==> config.mk <==
export PLATFORM = sky130hd
export DESIGN_NAME = geofence_point_streamer
export DESIGN_NICKNAME = d
export VERILOG_FILES = /design/src/rtl/geofence_pkg.sv /design/src/rtl/geofence_point_streamer.sv
export SDC_FILE = /design/constraint.sdc
export NUM_CORES = 1
export LEC_CHECK = 0
export BUFFER_PORTS_ARGS = -buffer_cell sky130_fd_sc_hd__buf_2
export CELL_PAD_IN_SITES_DETAIL_PLACEMENT = 1
export CELL_PAD_IN_SITES_GLOBAL_PLACEMENT = 2
export CORE_MARGIN = 2
export CORE_UTILIZATION = 29
export CTS_CLUSTER_DIAMETER = 80
export DETAILED_ROUTE_END_ITERATION = 10
export PLACE_DENSITY_LB_ADDON = 0.1
export REMOVE_ABC_BUFFERS = 1
export SYNTH_ARGS = -nofsm -noshare
export SYNTH_HDL_FRONTEND = slang
export SYNTH_SLANG_ARGS = --single-unit
==> constraint.sdc <==
create_clock -name clk -period 2.1 [get_ports clk]
set_clock_uncertainty 0.15 [all_clocks]
set_input_delay 0.21 -clock clk [delete_from_list [all_inputs] [get_ports clk]]
set_output_delay 0.21 -clock clk [all_outputs]
set_load 0.01 [all_outputs]
==> src/rtl/geofence_pkg.sv <==
// geofence_pkg: shared coordinate, point and state definitions for the geofence point streamer
package geofence_pkg;
    localparam int COORD_W     = 10;
    localparam int PTS_PER_OBJ = 7;
    typedef struct packed {
        logic [COORD_W-1:0] x;
        logic [COORD_W-1:0] y;
    } point_t;
    typedef enum logic [2:0] {S_IDLE, S_PRIME, S_SEND, S_WAIT, S_LOG, S_DONE} state_t;
endpackage

==> src/rtl/geofence_point_streamer.sv <==
// geofence_point_streamer: streams object records from point RAM to the geofence core and logs one result per object
// Ports: clk/reset (sync, active-high); start begins a run; mem_addr/mem_rdata read point RAM (1-cycle latency);
// X/Y registered point to the core; valid/is_inside core result; res_we/res_addr/res_data result write;
// inside_cnt objects inside this run; busy during a run; done one-cycle end-of-run pulse.
module geofence_point_streamer
    import geofence_pkg::*;
#(
    parameter int NUM_OBJ = 16,
    parameter int TIMEOUT = 64,
    parameter int AW      = 7,
    localparam int OW     = NUM_OBJ > 1 ? $clog2(NUM_OBJ) : 1,
    localparam int WW     = TIMEOUT > 1 ? $clog2(TIMEOUT) : 1
) (
    input  logic                 clk,
    input  logic                 reset,
    input  logic                 start,
    output logic [AW-1:0]        mem_addr,
    input  logic [2*COORD_W-1:0] mem_rdata,
    output logic [COORD_W-1:0]   X,
    output logic [COORD_W-1:0]   Y,
    input  logic                 valid,
    input  logic                 is_inside,
    output logic                 res_we,
    output logic [OW-1:0]        res_addr,
    output logic [1:0]           res_data,
    output logic [OW:0]          inside_cnt,
    output logic                 busy,
    output logic                 done
);
    state_t        state, nxt;
    point_t        pt;
    logic [AW-1:0] addr, base;
    logic [2:0]    k;
    logic [WW-1:0] wcnt;
    logic [OW-1:0] obj;
    logic [OW:0]   cnt;
    logic          in_r, to_r;
    wire           last = obj == OW'(NUM_OBJ - 1);

    always_ff @(posedge clk) begin
        state <= reset ? S_IDLE : nxt;
    end

    always_comb begin
        nxt = state;
        case (state)
            S_IDLE:  nxt = start ? S_PRIME : S_IDLE;
            S_PRIME: nxt = S_SEND;
            S_SEND:  nxt = k == 3'(PTS_PER_OBJ - 1) ? S_WAIT : S_SEND;
            S_WAIT:  nxt = (valid || wcnt == WW'(TIMEOUT - 1)) ? S_LOG : S_WAIT;
            S_LOG:   nxt = last ? S_DONE : S_PRIME;
            S_DONE:  nxt = S_IDLE;
            default: nxt = S_IDLE;
        endcase
    end

    always_comb begin
        busy     = state != S_IDLE;
        done     = state == S_DONE;
        res_we   = state == S_LOG;
        res_addr = res_we ? obj : '0;
        res_data = res_we ? {to_r, in_r} : 2'b00;
    end

    // Address runs one ahead of the data being captured; it stops at base+6 so no read strays past the record.
    always_ff @(posedge clk) begin
        if (reset) begin
            pt   <= '0;
            addr <= '0;
            base <= '0;
            k    <= '0;
            wcnt <= '0;
            obj  <= '0;
            cnt  <= '0;
            in_r <= 1'b0;
            to_r <= 1'b0;
        end else begin
            case (state)
                S_IDLE: if (start) begin
                    addr <= '0;
                    base <= '0;
                    obj  <= '0;
                    cnt  <= '0;
                end
                S_PRIME: begin
                    addr <= addr + AW'(1);
                    k    <= '0;
                end
                S_SEND: begin
                    pt   <= point_t'(mem_rdata);
                    k    <= k + 3'd1;
                    wcnt <= '0;
                    if (k < 3'(PTS_PER_OBJ - 2)) addr <= addr + AW'(1);
                end
                S_WAIT: begin
                    wcnt <= wcnt + WW'(1);
                    in_r <= valid & is_inside;
                    to_r <= ~valid;
                end
                S_LOG: begin
                    cnt  <= cnt + (OW+1)'(in_r);
                    obj  <= obj + OW'(1);
                    base <= base + AW'(PTS_PER_OBJ);
                    if (!last) addr <= base + AW'(PTS_PER_OBJ);
                end
                default: ;
            endcase
        end
    end

    assign mem_addr   = addr;
    assign X          = pt.x;
    assign Y          = pt.y;
    assign inside_cnt = cnt;
endmodule

* Word level (Yosys, flattened, before mapping) *
Index checks and enable logic that the tools add are counted.

cells by class
  add/sub/neg operators = 6
  order comparisons = 1
  eq/ne operators = 11
  mux-type cells = 18
  bitwise operators = 2
  reduce and logical (&&, ||, !) cells = 9

operators with widths
  cell                 count
  $pmux 7 s4           1
  $mux 7               3
  $pmux 3 s5           1
  $pmux 7 s2           1
  $pmux 6 s2           1
  $pmux 5 s2           1
  $eq 3x3->1 const B   3
  $mux 4               2
  $pmux 4 s2           1
  $add 7x1->7 const B  1
  $add 7x3->7 const B  1
  $add 6x1->6 const B  1
  $eq 3x2->1 const B   2
  $eq 6x6->1 const B   1
  $mux 3               2
  $ne 2x2->1 const B   3
  $pmux 3 s2           1
  $reduce_bool 2->1    3
  $add 5x1->5          1
  $mux 5               1
  $add 4x1->4 const B  1
  $eq 4x4->1 const B   1
  $reduce_and 4->1     1
  $reduce_bool 4->1    1
  other kinds (11)     12

word-level totals
  register bits after elaboration = 57

* Logic depth before layout (Yosys ltp) *
Gate-level depths: netlist (run 1).

  word-level depth = 4
  depth in mapped cells = 9
  depth with buffers taken out = 7

* Worst setup path before layout (run 1) *
OpenSTA, ideal clock, no wires.

  path kind = register to output
  start = reg state[0]
  end = out res_addr[0]
  arrival time = 1242 ps
  data required time = 1740 ps
  setup slack = 498 ps
  cell stages (with the launch flop) = 7
  cells stage by stage = dfxtp_1 -> buf_6 -> nor2_2 -> nand2_1 -> inv_2 -> clkbuf_1 -> and2_1

between the ends
  word-level cells in the longest chain between the ends = 2

RTL lines
  element                 line                           RTL
  from (decl)             geofence_point_streamer.sv:30  state_t state, nxt;
  from (signal assigned)  geofence_point_streamer.sv:41  state <= reset ? S_IDLE : nxt;
  $eq 3x3->1              geofence_point_streamer.sv:60  res_we = state == S_LOG;
  net res_we              geofence_point_streamer.sv:23  output logic res_we,
  $mux 4                  geofence_point_streamer.sv:61  res_addr = res_we ? obj : '0;
  to (decl)               geofence_point_streamer.sv:24  output logic [OW-1:0] res_addr,

The timed path passes the listed nets, and every way through them passes these cells.

* Final worst setup path (run 1) *
  start = reg state[0]
  end = out res_data[0]

between the ends
  word-level cells in the longest chain between the ends = 2

RTL lines
  element     line                           RTL
  $eq 3x3->1  geofence_point_streamer.sv:60
  $mux 2      geofence_point_streamer.sv:62  res_data = res_we ? {to_r, in_r} : 2'b00;
  to (decl)   geofence_point_streamer.sv:25  output logic [1:0] res_data,

No other way between the ends.

==> summary.txt, run 1 <==
Run status
  • Status: finished, final reports clean

Detailed routing
  • DR iter-0 viols: 45
  • DRT Wirelength: roughly 7.5 mm
  • DRC: 0
  • Post-DR wirelength/cell: 14.1 microns
  • Final antenna-violating net count: 0
  • DRT Pass-1 Iters: 4
  • Routed vias: ~2600
  • Vias per std cell: between 4 and 5

Logic synthesis
  • Synth Register Bits: 57
  • Synth area leaders: dfxtp_1 44%, nand2_1 8.6%, a21oi_1 8.2%, nor2_1 6.7%, ha_1 3.9%
  • Post-synthesis compound-gate area fraction: between 20% and 30%
  • Warnings, synthesis: 0
  • Mean post-synth cell area: about 7.8 sq um
  • Top cell type's share of synthesized area: about 44%
  • Count of cell types in the netlist: 43
  • Largest family of logic cells by synthesized area: simple AND/OR/NAND/NOR gates
  • Mapped cell area: 2570 sq um
  • Simple-gate area share of the yosys netlist: between 20% and 30%
  • Yosys top cell by area: dfxtp_1
  • Adder-Cell Fraction of Synth Area: around 4%
  • Register area share after synthesis: about 44%
  • Mapped Cells: 329
  • XOR/XNOR Fraction of Synth Area: around 1.7%
  • Mux contribution to synthesized area: less than 1%

Timing
  • RSZ-0062 raised after global routing: false
  • Pins Over Slew Limit: 0
  • Setup tns final: 0 ps
  • Tcrit/Tclk final: between 90 and 100%
  • Final setup violation count: 0
  • Relative slew slack: between 50% and 60%
  • Measured slew at the worst slew-check pin: a little under 700 ps
  • Final hold vios: 0
  • Fin Hold WS: roughly 230 ps
  • Final setup margin: 163 ps
  • Minimum clock period: between 1500 and 2000 ps
  • Fmax: ~0.52 GHz

Global routing
  • Initial antenna violation count: 0
  • Tot GR Track Use: ~16%
  • First-pass GRT wire length: ~13 mm
  • Largest net degree at the start of global routing: 34
  • Number of global-route vias before repair: 2653
  • Overflow after GRT: 0

Clocking
  • TritonCTS clock tree: done
  • Num CTS Buffers: 9
  • # Post-CTS Setup Buffers: 0
  • Reg clk slew, reported paths: 70 ps
  • H-tree Lvls: 3
  • Clock sink count: between 50 and 60
  • Worst-case clock buffer depth: 2
  • Root buf cell: clkbuf_8
  • Worst-Skew Late Latency: between 300 and 400 ps

Pwr
  • Clk pwr share: approximately 47%
  • Maximum VDD drop: 0.000285 V
  • Sequential share of power: about two fifths
  • Power after layout: 2.72 mW
  • LEAKAGE: between 1 and 1.5 nW
  • PD cells: ~780 nW/um^2
  • Internal Power: 2.06 mW
  • Switching Power: around 0.66 mW
  • Combinational fraction of design power: between 10% and 20%
  • Sw Share: 24.3%

Critical path
  • Buffers & Inverters on Critical Path: 3
  • Crit-path cells: nor2_4, nand2_1, inv_2, buf_6, and2_1, buf_2
  • Crit-path max cell delay: ~540 ps
  • Critical Path AT: 1580 ps
  • Critical path fanouts, max: 21
  • Delay-heaviest family, CP: flip-flops
  • CP Launch Type: flip-flop
  • CP Capture Type: output port
  • Critical Path RT: 1740 ps
  • Critical path class: flip-flop to output port
  • Slowest-stage cell, CP: dfxtp_1

Die
  • Die span in y: a little under 100 microns
  • Die W: ~98 microns
  • Die area: around 9600 sq um
  • Core Rows: 34
  • Initial core utilization: between 20 and 30%
  • IO Pins: 66
  • Core area: 8680 sq um

Finish
  • Fin nets: between 400 and 500
  • Share of cells above drive strength 1: 23.1%
  • N_diodes: 0
  • Commonest non-fill, non-tap cell in the layout: buf_2
  • Register area: 1140 sq um
  • Multi-input logic area: ~1300 sq um
  • Fin util: roughly 40%
  • Layout area overhead: 36.2%
  • Design Area, Final: between 3000 and 4000 sq um
  • Fill cells: about 1100
  • Finished Layout Cells: 533
  • Most frequent cells in the layout: 65 x buf_2, 59 x nand2_1, 56 x dfxtp_1

Placed design
  • Port Buffers: 65
  • Place WS: roughly 280 ps
  • Placed Instances: 495
  • Post-DP Area: just over 3000 sq um
  • Gp weighted congestion: between 0.7 and 0.8
  • DP HPWL: between 5 and 6 mm

Worst hold path
  • Worst hold path type: primary input to flip-flop

Flow run
  • Max_cap viols: 0
## power by group through the flow
stage / logic, mW / clock network [mW] / registers [mW]
floorplan: 0.134 / 0 / 1.17
global placement: 0.273 / 0 / 1.16
detailed placement: 0.276 / 0 / 1.17
CTS: 0.309 / 1.31 / 1.14
global route: 0.342 / 1.37 / 1.15
finish: 0.304 / 1.27 / 1.14
## synthesized netlist by cell type
master    count
nand2_1      59
dfxtp_1      57
nor2_1       46
a21oi_1      42
clkbuf_1     12
nor3_1        9
and2_1        8
ha_1          8
nand3_1       8
o21ai_0       8
o21ai_1       7
a22oi_1       6
inv_1         6
a211oi_1      5
buf_2         4
nand2b_1      4
a21o_1        3
a311oi_1      3
and3_1        3
xnor2_1       3
nand3b_1      2
nand4_1       2
nor2b_1       2
o32ai_1       2
xor2_1        2
a21boi_0      1
a31o_2        1
a31oi_1       1
buf_6         1
inv_2         1
mux2i_1       1
nor2_2        1
nor3b_1       1
nor3b_2       1
nor4_1        1
o21a_1        1
o22ai_1       1
o311ai_0      1
o31a_1        1
o31ai_1       1
o31ai_4       1
or2_2         1
or3_1         1
## logic make-up (layout without fill, tap and decap cells)
kind of cell / count (synthesis) / in the layout
buffers and inverters: 24 / 120
multiplexers: 1 / 1
AND/OR/NAND/NOR: 149 / 149
AO/OA/AOI/OAI: 85 / 85
XOR/XNOR: 5 / 5
adder cells (fa/ha/maj): 8 / 8
flip-flops: 57 / 57
## flip-flops by register name (all words and copies together) (netlist names)
register	flops
to_r	1
Y	10
k	3
mem_addr	7
base	7
obj	4
X	10
inside_cnt	5
state	3
wcnt	6
in_r	1
## worst register-to-register path, cell delays in order, from the launching register on
cell,delay [ps]
dfxtp_1,540
nand2b_1,190
a21o_1,310
nor4_1,310
a21oi_1,70
o31ai_1,180
## repair_timing
action	CTS	global route
endpoints found under the hold margin	22	0
endpoints found under the setup margin	0	7
resized for setup	0	3
hold buffers	22	0
## metal layers
layer | wire [microns] | share of wire, % | up-vias | global-route usage, %
met4 | 77 | 1.0 | 0 | 4.95
met1 | 3530 | 47 | 1213 | 19.8
met2 | 3610 | 48 | 45 | 27.3
met5 | 0 | 0 | - | 0
li1 | - | - | 1312 | -
met3 | 320 | 4.2 | 7 | 4.87
## final timing paths
| kind | depth (start not counted) | to | slack [ps] | from |
|---|---|---|---|---|
| worst max-delay path | 6 | res_data[0] | 160 | state[0] |
| worst min-delay path | 3 | base[0] | 230 | start |
| worst max register to register | 5 | mem_addr[6] | 270 | state[0] |
| worst min register to register | 2 | Y[6] | 300 | Y[6] |
## final cells by class
cell class,count,area share [%]
multi-input combinational,248,38.1
sequential,57,32.6
timing repair buffer,97,17.8
clock buffer,10,3.93
tap,108,3.86
clock inverter,6,3.00
inverter,7,0.750
(Power assumes the default switching activity.)
==> run 2: changes to the inputs <==
CORE_MARGIN = not set   (was 2)
PLACE_DENSITY = 0.88   (was not set)
PLACE_DENSITY_LB_ADDON = not set   (was 0.1)
RECOVER_POWER = 50   (was not set)
==> summary.txt, run 2 (synthesis gave the netlist of run 1 again) <==
Run status
  • Status: finished, final reports clean

Critical path
  • Worst r2r src: state[0]
  • Critical Path RT: around 1700 ps
  • Critical path fanouts, max: 21
  • Critical path class: flip-flop to output port
  • Reg2reg setup slack: between 200 and 250 ps
  • Crit. Startpoint: state[0]
  • CP Capture Type: output port
  • Critical Path AT: ~1600 ps
  • CP Launch Type: flip-flop

Timing
  • Measured slew at the worst slew-check pin: 825 ps
  • Final setup margin: between 100 and 150 ps
  • Final setup violation count: 0
  • Fmax: just over 0.5 GHz
  • Pins Over Slew Limit: 0
  • Fin Hold WS: 280 ps
  • Minimum clock period: a little under 2000 ps
  • Tcrit/Tclk final: a little over 90%
  • Final hold vios: 0
  • Relative slew slack: between 40 and 50%

Detailed routing
  • Routed met1 length: ~3.3 mm
  • Vias per std cell: about 5
  • Max Used Layer: met4
  • DRT Wirelength: around 7.3 mm
  • DRC: 0
  • Routed vias: about 2600
  • Post-DR wirelength/cell: around 14 microns
  • WL met2: between 3 and 4 mm
  • DRT Pass-1 Iters: 4
  • Routed met3 length: 240 microns
  • Final antenna-violating net count: 0
  • DR iter-0 viols: 51

Die
  • IO Pins: 66
  • Initial core utilization: a little under a third
  • Die area: slightly above 9000 sq um
  • Die W: 96.2 microns
  • Core Rows: 33
  • Core area: ~8400 sq um
  • Die span in y: 96.2 microns

Clocking
  • Clock sink count: 57
  • Reg clk slew, reported paths: roughly 70 ps
  • Root buf cell: clkbuf_8
  • Num CTS Buffers: 9
  • H-tree Lvls: 3
  • Worst-Skew Late Latency: around 330 ps
  • TritonCTS clock tree: done
  • Worst-case clock buffer depth: 2

Pwr
  • Combinational fraction of design power: between 10% and 20%
  • PD cells: between 700 and 800 nW/um^2
  • Switching Power: about 0.65 mW
  • Sequential share of power: 46.5%
  • Clk pwr share: 41.4%
  • Internal Power: between 1.5 and 2 mW
  • Maximum VDD drop: 0.000393 V
  • LEAKAGE: about 1.3 nW
  • Sw Share: about a quarter

Flow run
  • Max_cap viols: 0

Worst hold path
  • Worst hold path type: primary input to flip-flop
  • Hold Startpoint: reset

Finish
  • Layout area overhead: 32.1%
  • Fin nets: around 450
  • Most frequent cells in the layout: 59 x nand2_1, 56 x dfxtp_1, 46 x nor2_1
  • Design Area, Final: roughly 3400 sq um
  • Commonest non-fill, non-tap cell in the layout: nand2_1
  • Fin util: 40.5%
  • Share of cells above drive strength 1: between 10% and 20%
  • N_diodes: 0
  • Finished Layout Cells: ~530

Global routing
  • Initial antenna violation count: 0
  • First-pass GRT wire length: approximately 12 mm
  • Largest net degree at the start of global routing: 38
  • Number of global-route vias before repair: 2459
  • Tot GR Track Use: between 10% and 20%
  • Overflow after GRT: 0

Placed design
  • Placed Instances: between 400 and 500
  • Post-DP Area: roughly 3000 sq um
  • Port Buffers: 65
  • Place WS: ~280 ps
  • Gp weighted congestion: about 0.74
  • DP HPWL: approximately 5.0 mm
[run 2: routing by layer]
metal  GRT usage, %  vias up
met5              0        -
met3           4.58        6
met4           4.10        0
met2           29.2       42
li1               -     1307
met1           20.1     1227
[run 2: power by group through the flow]
stage | registers [mW] | logic, mW | clock network [mW]
2_1_floorplan | 1.17 | 0.134 | 0
3_3_place_gp | 1.16 | 0.268 | 0
3_5_place_dp | 1.16 | 0.274 | 0
4_1_cts | 1.14 | 0.307 | 1.05
5_1_grt | 1.15 | 0.333 | 1.10
6_report | 1.14 | 0.297 | 1.02
[run 2: worst max-delay path: stages, from the launching register on]
cell	delay, ps
dfxtp_1	540
nor2_4	80
nand2_1	110
inv_2	40
buf_4	190
and2_1	170
buf_2	130
[run 2: per-stage QoR]
| step | power, mW | setup TNS, ps |
|---|---|---|
| 6_report | 2.45 | 0 |
| 5_1_grt | 2.58 | -3.26 |
| 4_1_cts | 2.50 | 0 |
| 3_5_place_dp | 1.44 | 0 |
| 3_3_place_gp | 1.43 | 0 |
| 2_1_floorplan | 1.31 | 0 |
[run 2: layout make-up]
type | count | area, sq um
clock buffers | 10 | 138
clock inverters | 5 | 56.3
fillers | 1056 | 4980
inverters | 7 | 26.3
multi-input cells | 248 | 1330
flip-flops and latches | 57 | 1140
well taps | 105 | 131
repair buffers | 95 | 571
[run 2: path summary, 6_finish.rpt]
check,endpoint,cells after the start
setup / recovery,res_data[0],6
hold / removal,base[5],2
setup reg to reg,mem_addr[6],5
hold reg to reg,X[5],2
[run 2: what timing repair did]
item	CTS	global route
resized for setup	0	2
endpoints found under the hold margin	22	0
buffers inserted	0	0
endpoints found under the setup margin	0	6
hold buffers	22	0
